File: config.mk
export PLATFORM = sky130hd
export DESIGN_NAME = dmem_arbiter
export DESIGN_NICKNAME = d
export VERILOG_FILES = /design/src/rtl/dmem_arbiter.sv
export SDC_FILE = /design/constraint.sdc
export NUM_CORES = 1
export LEC_CHECK = 0
export ABC_AREA = 1
export CORE_UTILIZATION = 36
export CTS_CLUSTER_DIAMETER = 50
export DETAILED_ROUTE_END_ITERATION = 16
export DONT_BUFFER_PORTS = 1
export HOLD_SLACK_MARGIN = 0.06
export PLACE_DENSITY_LB_ADDON = 0.25
export SETUP_SLACK_MARGIN = 0.2
export SYNTH_ARGS = -nofsm -noshare
export SYNTH_HDL_FRONTEND = slang
export SYNTH_SLANG_ARGS = --single-unit
File: constraint.sdc
create_clock -name Clock -period 6.7 [get_ports Clock]
set_input_delay 0.335 -clock Clock [delete_from_list [all_inputs] [get_ports Clock]]
set_output_delay 0.335 -clock Clock [all_outputs]
set_load 0.005 [all_outputs]
File: src/rtl/dmem_arbiter.sv
// rtl/dmem_arbiter.sv - two-requester block-RAM arbiter (IDLE/ACCESS/RESP), registered RAM drive.
// Optional DMEM_ARB_ROUND_ROBIN_EN: round-robin on simultaneous requests instead of fixed r0 priority.
module dmem_arbiter #(
  parameter int ADDR_W = 5,
  parameter int DATA_W = 32
) (
  input  logic              Clock,
  input  logic              reset,
  input  logic              r0_req,
  input  logic              r0_we,
  input  logic [ADDR_W-1:0] r0_addr,
  input  logic [DATA_W-1:0] r0_wdata,
  output logic              r0_gnt,
  output logic              r0_rvalid,
  output logic [DATA_W-1:0] r0_rdata,
  input  logic              r1_req,
  input  logic              r1_we,
  input  logic [ADDR_W-1:0] r1_addr,
  input  logic [DATA_W-1:0] r1_wdata,
  output logic              r1_gnt,
  output logic              r1_rvalid,
  output logic [DATA_W-1:0] r1_rdata,
  output logic              mem_en,
  output logic              mem_we,
  output logic [ADDR_W-1:0] mem_addr,
  output logic [DATA_W-1:0] mem_wdata,
  input  logic [DATA_W-1:0] mem_rdata
);

  localparam logic [1:0] IDLE   = 2'd0;
  localparam logic [1:0] ACCESS = 2'd1;
  localparam logic [1:0] RESP   = 2'd2;

  logic [1:0]        state;
  logic              win;
  logic              pick;
  logic [DATA_W-1:0] r0_rdata_q;
  logic [DATA_W-1:0] r1_rdata_q;

`ifdef DMEM_ARB_ROUND_ROBIN_EN
  logic last_win;

  always_comb begin
    pick = 1'b1;
    if (r0_req && r1_req) pick = ~last_win;
    else if (r0_req)      pick = 1'b0;
  end

  always_ff @(posedge Clock or posedge reset) begin
    if (reset)
      last_win <= 1'b1;
    else if (state == IDLE && (r0_req || r1_req))
      last_win <= pick;
  end
`else
  always_comb begin
    pick = ~r0_req;
  end
`endif

  // RAM data only arrives in the RESP cycle, so it is passed through while rvalid is high and held afterwards.
  assign r0_rdata = r0_rvalid ? mem_rdata : r0_rdata_q;
  assign r1_rdata = r1_rvalid ? mem_rdata : r1_rdata_q;

  always_ff @(posedge Clock or posedge reset) begin
    if (reset) begin
      state      <= IDLE;
      win        <= 1'b1;
      r0_gnt     <= 1'b0;
      r1_gnt     <= 1'b0;
      r0_rvalid  <= 1'b0;
      r1_rvalid  <= 1'b0;
      mem_en     <= 1'b0;
      mem_we     <= 1'b0;
      mem_addr   <= '0;
      mem_wdata  <= '0;
      r0_rdata_q <= '0;
      r1_rdata_q <= '0;
    end else begin
      r0_gnt    <= 1'b0;
      r1_gnt    <= 1'b0;
      r0_rvalid <= 1'b0;
      r1_rvalid <= 1'b0;
      mem_en    <= 1'b0;
      if (r0_rvalid) r0_rdata_q <= mem_rdata;
      if (r1_rvalid) r1_rdata_q <= mem_rdata;
      case (state)
        IDLE: begin
          if (r0_req || r1_req) begin
            state     <= ACCESS;
            win       <= pick;
            mem_en    <= 1'b1;
            mem_we    <= pick ? r1_we : r0_we;
            mem_addr  <= pick ? r1_addr : r0_addr;
            mem_wdata <= pick ? r1_wdata : r0_wdata;
            r0_gnt    <= ~pick;
            r1_gnt    <= pick;
          end
        end
        ACCESS: begin
          mem_we <= 1'b0;
          if (mem_we) begin
            state <= IDLE;
          end else begin
            state     <= RESP;
            r0_rvalid <= ~win;
            r1_rvalid <= win;
          end
        end
        RESP:    state <= IDLE;
        default: state <= IDLE;
      endcase
    end
  end

endmodule

==> results of run 1 <==
==> per-stage QoR <==
step / util [%] / total power [uW] / cells / instance area (um2)
global route: 40.17 / 2604 / 746 / 5070
finish: 40.17 / 2394 / 746 / 5070
detailed placement: 37.63 / 1874 / 729 / 4748
floorplan: - / 1675 / 584 / 4651
CTS: 40.17 / 2441 / 746 / 5070
global placement: 37.63 / 1844 / 729 / 4748
==> report_power, final <==
part | leakage, uW | total, uW | internal (uW) | switching, uW
Clock | 0.000149 | 552 | 312 | 241
Sequential | 0.00136 | 1210 | 987 | 222
Combinational | 0.00115 | 632 | 180 | 452
Total | 0.00266 | 2390 | 1480 | 915
==> cell usage after synthesis <==
library cell	number
nand2_1	300
dfrtp_1	109
inv_1	70
o21ai_0	64
buf_2	13
clkbuf_1	13
nor2_1	7
buf_4	3
a21oi_1	1
buf_6	1
dfstp_2	1
inv_2	1
nor3_1	1
==> layer usage <==
metal  wire (um)  vias to the layer above  part of all wire [%]  global-route usage, %
li1            -                     1715                     -                      -
met3        1080                       12                    10                  6.015
met2        4790                      161                    46                  26.19
met1        4362                     1526                    42                  17.70
met4         204                        0                   2.0                  8.205
met5           0                        -                     0                      0
==> state kept, by name (all words and copies together), names as in the netlist <==
register / cells
mem_addr: 5
mem_en: 1
mem_wdata: 32
mem_we: 1
r0_gnt: 1
r0_rdata_q: 32
r0_rvalid: 1
r1_gnt: 1
r1_rdata_q: 32
r1_rvalid: 1
state: 2
win: 1
==> area by class of cell <==
cell class,instances,share of cell area (%)
sequential,110,54.37
multi-input combinational,373,29.29
inverter,71,5.306
clock buffer,12,5.059
tap,172,4.245
clock inverter,4,1.086
timing repair buffer,4,0.6417
==> worst max path at each step <==
stage / startpoint / end / cells past startpoint
final: r1_rvalid / r1_rdata[26] / 1
after global routing: r1_rvalid / r1_rdata[16] / 1
after CTS: r1_rvalid / r1_rdata[12] / 1
after detailed placement: r0_req / mem_wdata[2] / 6
after global placement: r0_req / mem_addr[3] / 6
after floorplan: reset / mem_addr[0] / 1
==> cell families (layout without fill, tap and decap cells) <==
kind of cell	after synthesis	in the layout	synth area share [%]
buffers and inverters	101	91	8.905
DFF	110	110	59.21
and+or+nand+nor	308	308	24.89
AOI/OAI and AO/OA	65	65	6.995
==> placed cells by master, fill, tap and decap left out, drive strengths merged, types with 2 or more instances in the layout <==
master,n
inv,71
o21ai,64
clkinv,2
nor2,7
nand2,300
clkbuf,12
buf,3
dfrtp,109
==> timing repair <==
| item | in CTS | in global routing |
|---|---|---|
| hold buffers | 1 | 0 |
| setup buffers | 0 | 0 |
| hold endpoints to repair | 53 | 0 |
==> results.md, run 1 <==
* Status: finished clean
* Drt initial violations at 135
* WP data required at 6.36 ns
* Relative slew slack at 33.13%
* DR WL/cell at 13.99 um
* Routed Antenna Nets at 0
* Vias in the first global route at 3148
* Fin Hold WS at 0.1465 ns
* Hold Path End: state[0]
* H-tree depth at 3
* Clock buffer depth at 2
* Crit. End Element: output port
* IO Port Bufs at 0
* TritonCTS clock tree: done
* Post-Syn Nets at 696
* Via count at 3414
* Distinct cells, synth at 13
* Post-Route WL at 10.44 mm
* Min Tclk post-route at 2.123 ns
* Clock root buffer: clkbuf_16
* Routability cong. at 0.7250
* PwrDens at 472.1 mW/mm2
* Mapped Area at 0.004651 mm2
* Grt ovf at 0
* ANT cells at 0
* Fin nets at 681
* First-pass GRT wire length at 15.81 mm
* F_max at 470.9 MHz
* Slew Viols, Final at 0
* Reg clk slew, reported paths at 0.07 ns
* Slowest CP cell: dfrtp_2
* CP Max Fanout at 65
* Maxcap violations at 0
* Die X at 115.7 um
* Area contributors post-synth: dfrtp_1, nand2_1, o21ai_0, inv_1, buf_2
* Lkg Pwr at 0.002659 uW
* Register Area at 0.002756 mm2
* Synth top area share at 58.65%
* Layout cells sized above 1 at 4.181%
* Maximum VDD drop at 170.7 uV
* Drt pass-1 iters at 4
* RSZ-0062 raised after global routing: false
* Initial antenna violation count at 0
* Worst Hold Class: primary input to flop
* R2R depth at 1
* Mapped Avg Cell Area at 7.964 um2
* Sink Count at 110
* Seq cells post-synth at 110
* CP Buf/Inv Count at 0
* Die Area at 0.01338 mm2
* Flop2flop setup slack at 5.04 ns
* R2R Path End: r1_rdata_q[26]
* Crit path cell chain: o21ai_0
* Worst EP arrival at 1.79 ns
* Number of remaining DRC errors at 0
* Total negative slack at 0 ns
* Post-Synthesis Cells at 584
* Num ports at 219
* Core area at 0.01262 mm2
* Largest net degree at the start of global routing at 66
* Crit-path leading delay family: flip-flops
* Slew @ Worst Pin at 1.003 ns
* Dpl hpwl at 7.105 mm
* Cell taking the most area after synthesis: dfrtp_1
* Starting density of the core at 36.85%
* Period utilisation layout at 31.69%
* Area occupied by multi-input gates at 0.001485 mm2
* Final Hold Vio Count at 0
* Seq/Total Area, Yosys at 59.21%
* Hold wc startpoint: r1_req
* Pre-CTS setup slack at 4.821 ns
* Total Routing Usage GR at 15.78%
* CTS Buf Count at 9
* Worst skew pair latency at 0.35 ns
* Vias per cell at 4.576
* Post-CTS sizing at 0
* Final Setup Violations at 0
* Final WS setup at 4.577 ns
* Die height at 115.7 um
* Delay of the slowest critical-path stage at 1.02 ns
* Ys Warns at 0
* Hold Crit Depth at 2
* Fillcell total at 1313
* Worst r2r src: r1_rvalid
* Worst Setup Start Kind: flop
* CP Class: flop to output port
* FP Rows at 41
* Worst Skew at 0.005436 ns
* Area Growth Syn to Fin at 9.013%
Note: power is estimated with default switching activity, not from simulation.
==> inputs of run 2 (changes only) <==
--- a/config.mk
+++ b/config.mk
@@ -5,7 +5,7 @@
 export SDC_FILE = /design/constraint.sdc
 export NUM_CORES = 1
 export LEC_CHECK = 0
-export ABC_AREA = 1
+export ABC_AREA = 0
 export CORE_UTILIZATION = 36
 export CTS_CLUSTER_DIAMETER = 50
 export DETAILED_ROUTE_END_ITERATION = 16
==> constraint.sdc (replaced) <==
create_clock -name Clock -period 2.1 [get_ports Clock]
set_input_delay 0.105 -clock Clock [delete_from_list [all_inputs] [get_ports Clock]]
set_output_delay 0.105 -clock Clock [all_outputs]
set_load 0.005 [all_outputs]
==> run 2 against run 1 <==
  * The flow now stops in 4_1_cts
  * Synthesized cell count shrank 44%
  * Area after synthesis shrank 3.6%
==> results.md, run 2 <==
* FP Rows at 40
* CTS Buf Count at 9
* Post-CTS sizing at 0
* Seq/Total Area, Yosys at 61.39%
* Most frequent cell after synthesis: dfrtp_1
* IO Port Bufs at 0
* Routability cong. at 0.6830
* Die height at 113.6 um
* Post-Synthesis Cells at 327
* Synth Area in XOR/XNOR at 0%
* Most used flip-flop cell after synthesis: dfrtp_1
* Seq cells post-synth at 110
* Clock buffer depth at 2
* Area contributors post-synth: dfrtp_1, mux2_2, mux2i_1, a21oi_1, a21oi_2
* Num ports at 219
* Post-synthesis adder-cell area fraction at 0%
* Halt Stage: 4_1_cts
* Synth top area share at 60.81%
* Starting density of the core at 37.19%
* Status: did not finish
* Synth Area in Compound Gates at 9.651%
* Die X at 113.6 um
* Ys Warns at 0
* Number of flops mapped to enable cells by yosys at 0
* Post-Syn Nets at 439
* H-tree depth at 3
* Post-CTS setup repair buffer count at 0
* Distinct cells, synth at 18
* Cell taking the most area after synthesis: dfrtp_1
* Largest family of logic cells by synthesized area: multiplexers
* Mux share of post-synthesis cell area at 24.55%
* Mapped Area at 0.004486 mm2
* Post-synth top cells: dfrtp_1, a21oi_1, mux2_2
* Sink Count at 110
* Mapped Avg Cell Area at 13.72 um2
* Simple-gate area share of the yosys netlist at 1.367%
* Clock root buffer: clkbuf_16
* First Error: [ERROR RSZ-0060] Max buffer count reached.
* Share of flip-flops with an asynchronous set or reset at 100.0%
* Dpl hpwl at 6.546 mm
* # hold bufs at CTS at 102
==> run 2: cell count changes after synthesis, sizes merged, moves of 5 or more <==
cell   before  now
inv        71    2
mux2i       0   38
o21ai      64    0
a21oi       1   76
nor2        7    2
mux2        0   64
nand2     300    0
==> run 2: per-stage QoR <==
| step | setup slack [ns] | instances | instance area (um2) | hold slack [ns] |
|---|---|---|---|---|
| 3_3_place_gp | 0.7656 | 480 | 4686 | 0.1264 |
| 3_5_place_dp | 0.7228 | 480 | 4686 | 0.1319 |
| 2_1_floorplan | 0.6663 | 327 | 4489 | 0.2557 |
==> run 2: cell families after synthesis <==
family,Yosys count
buffers and inverters,28
multiplexers,102
AND/OR/NAND/NOR,10
flip-flops,110
AO/OA/AOI/OAI,77
==> inputs of run 3 (changes only) <==
==> config.mk (replaced) <==
export PLATFORM = sky130hd
export DESIGN_NAME = dmem_arbiter
export DESIGN_NICKNAME = d
export VERILOG_FILES = /design/src/rtl/dmem_arbiter.sv
export SDC_FILE = /design/constraint.sdc
export NUM_CORES = 1
export LEC_CHECK = 0
export ABC_AREA = 0
export CORE_UTILIZATION = 21
export DETAILED_ROUTE_END_ITERATION = 16
export DONT_BUFFER_PORTS = 1
export PLACE_DENSITY_LB_ADDON = 0.15
export SYNTH_ARGS = -nofsm -noshare
export SYNTH_HDL_FRONTEND = slang
export SYNTH_SLANG_ARGS = --single-unit
==> run 3 against run 2 <==
  * The flow now finishes without violations
  * Area after synthesis unchanged
  * Synthesized cell count unchanged
==> results.md, run 3 <==
* Fin nets at 540
* Drt initial violations at 64
* Via count at 3006
* Worst Setup Start Kind: flop
* CTS Buf Count at 9
* Delay of the slowest critical-path stage at 0.43 ns
* ANT cells at 0
* Clock buffer depth at 2
* TritonCTS clock tree: done
* Worst skew pair latency at 0.35 ns
* Layout cells sized above 1 at 22.40%
* Core area at 0.02096 mm2
* Post-CTS sizing at 0
* Worst Hold Class: primary input to flop
* Post-synth top cells: dfrtp_1, a21oi_1, mux2_2
* Maximum VDD drop at 367.0 uV
* Flop pwr share at 43.2%
* Grt ovf at 0
* Ys Warns at 0
* Internal power at 5711 uW
* Clock root buffer: clkbuf_16
* PwrDens at 1364 mW/mm2
* Placed cell count at 583
* Slowest CP cell: buf_4
* Final non-filler cell total at 708
* Final Hold Vio Count at 0
* H-tree depth at 3
* Cell taking the most area after synthesis: dfrtp_1
* Vias in the first global route at 3342
* Comb pwr share at 32.3%
* Period utilisation layout at 79.29%
* IO Port Bufs at 0
* F_max at 600.5 MHz
* Most frequent cell after synthesis: dfrtp_1
* Starting density of the core at 21.41%
* CP Class: flop to output port
* Seq/Total Area, Yosys at 61.39%
* First-pass GRT wire length at 18.68 mm
* Num ports at 219
* Worst r2r src: state[1]
* Distinct cells, synth at 18
* Largest net degree at the start of global routing at 65
* Mapped Area at 0.004486 mm2
* Mapped Avg Cell Area at 13.72 um2
* Die Area at 0.02195 mm2
* Vias per cell at 4.246
* Hold wc startpoint: r1_addr[4]
* Synth Area in Compound Gates at 9.651%
* RSZ-0062 raised after global routing: false
* FP Rows at 53
* Share of flip-flops with an asynchronous set or reset at 100.0%
* Area Growth Syn to Fin at 39.55%
* Worst EP arrival at 1.56 ns
* CP Max Fanout at 33
* Routability cong. at 0.6662
* Net Sw Power at 2829 uW
* Die X at 148.2 um
* Worst Skew at 0.008280 ns
* Dpl hpwl at 7.448 mm
* Area contributors post-synth: dfrtp_1, mux2_2, mux2i_1, a21oi_1, a21oi_2
* Crit path cell chain: buf_4 > mux2_1
* Final WS setup at 0.4348 ns
* Most used flip-flop cell after synthesis: dfrtp_1
* Maxcap violations at 0
* Post-synthesis adder-cell area fraction at 0%
* Clk pwr share at 24.5%
* Status: finished clean
* Number of remaining DRC errors at 0
* Seq cells post-synth at 110
* WP data required at 2.00 ns
* Number of flops mapped to enable cells by yosys at 0
* Largest family of logic cells by synthesized area: multiplexers
* Drt pass-1 iters at 4
* Total Routing Usage GR at 11.24%
* Die height at 148.2 um
* Reg clk slew, reported paths at 0.08 ns
* Post-Syn Nets at 439
* Synth Area in XOR/XNOR at 0%
* Commonest non-fill, non-tap cell in the layout: dfrtp_1
* Post-Synthesis Cells at 327
* Synth top area share at 60.81%
* Mux share of post-synthesis cell area at 24.55%
* Total negative slack at 0 ns
* Pre-CTS setup slack at 0.6677 ns
* Final Setup Violations at 0
* Worst Setup SP: r1_rvalid
* Relative slew slack at 65.36%
* Crit. End Element: output port
* Tot Pwr at 8540 uW
* Routed Antenna Nets at 0
* Lkg Pwr at 0.002583 uW
* Most frequent cells in the layout: dfrtp_1, dlygate4sd3_1, a21oi_1, mux2_2, mux2i_1
* Slew @ Worst Pin at 0.5196 ns
* DR WL/cell at 17.08 um
* Biggest regs: mem_wdata (32), r0_rdata_q (32), r1_rdata_q (32)
* Post-Route WL at 12.09 mm
* Min Tclk post-route at 1.665 ns
* Switching share of power at 33.12%
* Post-CTS setup repair buffer count at 0
* Initial antenna violation count at 0
* Sink Count at 110
* Simple-gate area share of the yosys netlist at 1.367%
* Slew Viols, Final at 0
* Fillcell total at 2141
run 3: cell counts after synthesis:
Identical to the previous run, type by type.
run 3: power by group through the flow:
stage / registers, uW / clock network, uW / logic (uW)
final: 3690 / 2090 / 2750
after global routing: 3820 / 2270 / 3070
after CTS: 3720 / 2200 / 2830
after detailed placement: 3740 / 0 / 2640
after global placement: 3730 / 0 / 2580
after floorplan: 3560 / 0 / 2090
run 3: metrics by stage:
stage | cell area (um2) | hold WS [ns] | utilization, %
global route | 6260 | 0.07108 | 29.87
global placement | 4791 | -0.1060 | 22.86
floorplan | 4489 | 0.2557 | -
detailed placement | 4791 | -0.1061 | 22.86
finish | 6260 | 0.04476 | 29.87
CTS | 6260 | 0.01936 | 29.87
run 3: worst max-delay path, delay by kind of cell (launching register included):
family	cells	cell delay [ns]
buffers and inverters	1	0.43
multiplexers	1	0.43
flip-flops	1	0.32
run 3: layout make-up:
class                   instances  area (um2)  area share [%]
clock inverters                 7       142.6           2.279
well taps                     275       344.1           5.497
clock buffers                   9       225.2           3.598
flip-flops and latches        110        2754           43.99
multi-input cells             189        1604           25.62
inverters                       2       11.26          0.1799
repair buffers                116        1179           18.83
run 3: layer usage:
metal	track usage, %	share of wire [%]	vias to the layer above
li1	-	-	1358
met1	11.72	39	1482
met2	20.63	50	154
met3	3.650	9.0	12
met4	4.639	1.7	0
met5	0	0	-
run 3: worst paths after layout:
| check | end | slack [ns] | depth (start not counted) |
|---|---|---|---|
| worst min register to register | r0_rdata_q[5] | 0.51 | 1 |
| worst min-delay path | mem_addr[4] | 0.04 | 2 |
| worst max register to register | mem_addr[1] | 0.67 | 4 |
| max in group asynchronous | r0_rdata_q[10] | 1.37 | 3 |
| worst max-delay path | r1_rdata[9] | 0.43 | 2 |
| min in group asynchronous | r1_rvalid | 0.15 | 2 |
run 3: cell families (layout without fill, tap and decap cells):
| group | Yosys count | after routing |
|---|---|---|
| compound gates | 77 | 77 |
| flops | 110 | 110 |
| simple gates | 10 | 10 |
| mux | 102 | 102 |
| buf+inv | 28 | 134 |
run 3: repair_timing:
item | 4_1_cts | 5_1_grt
setup endpoints to repair | 0 | 0
endpoints found under the hold margin | 212 | 0
hold buffers | 109 | 0
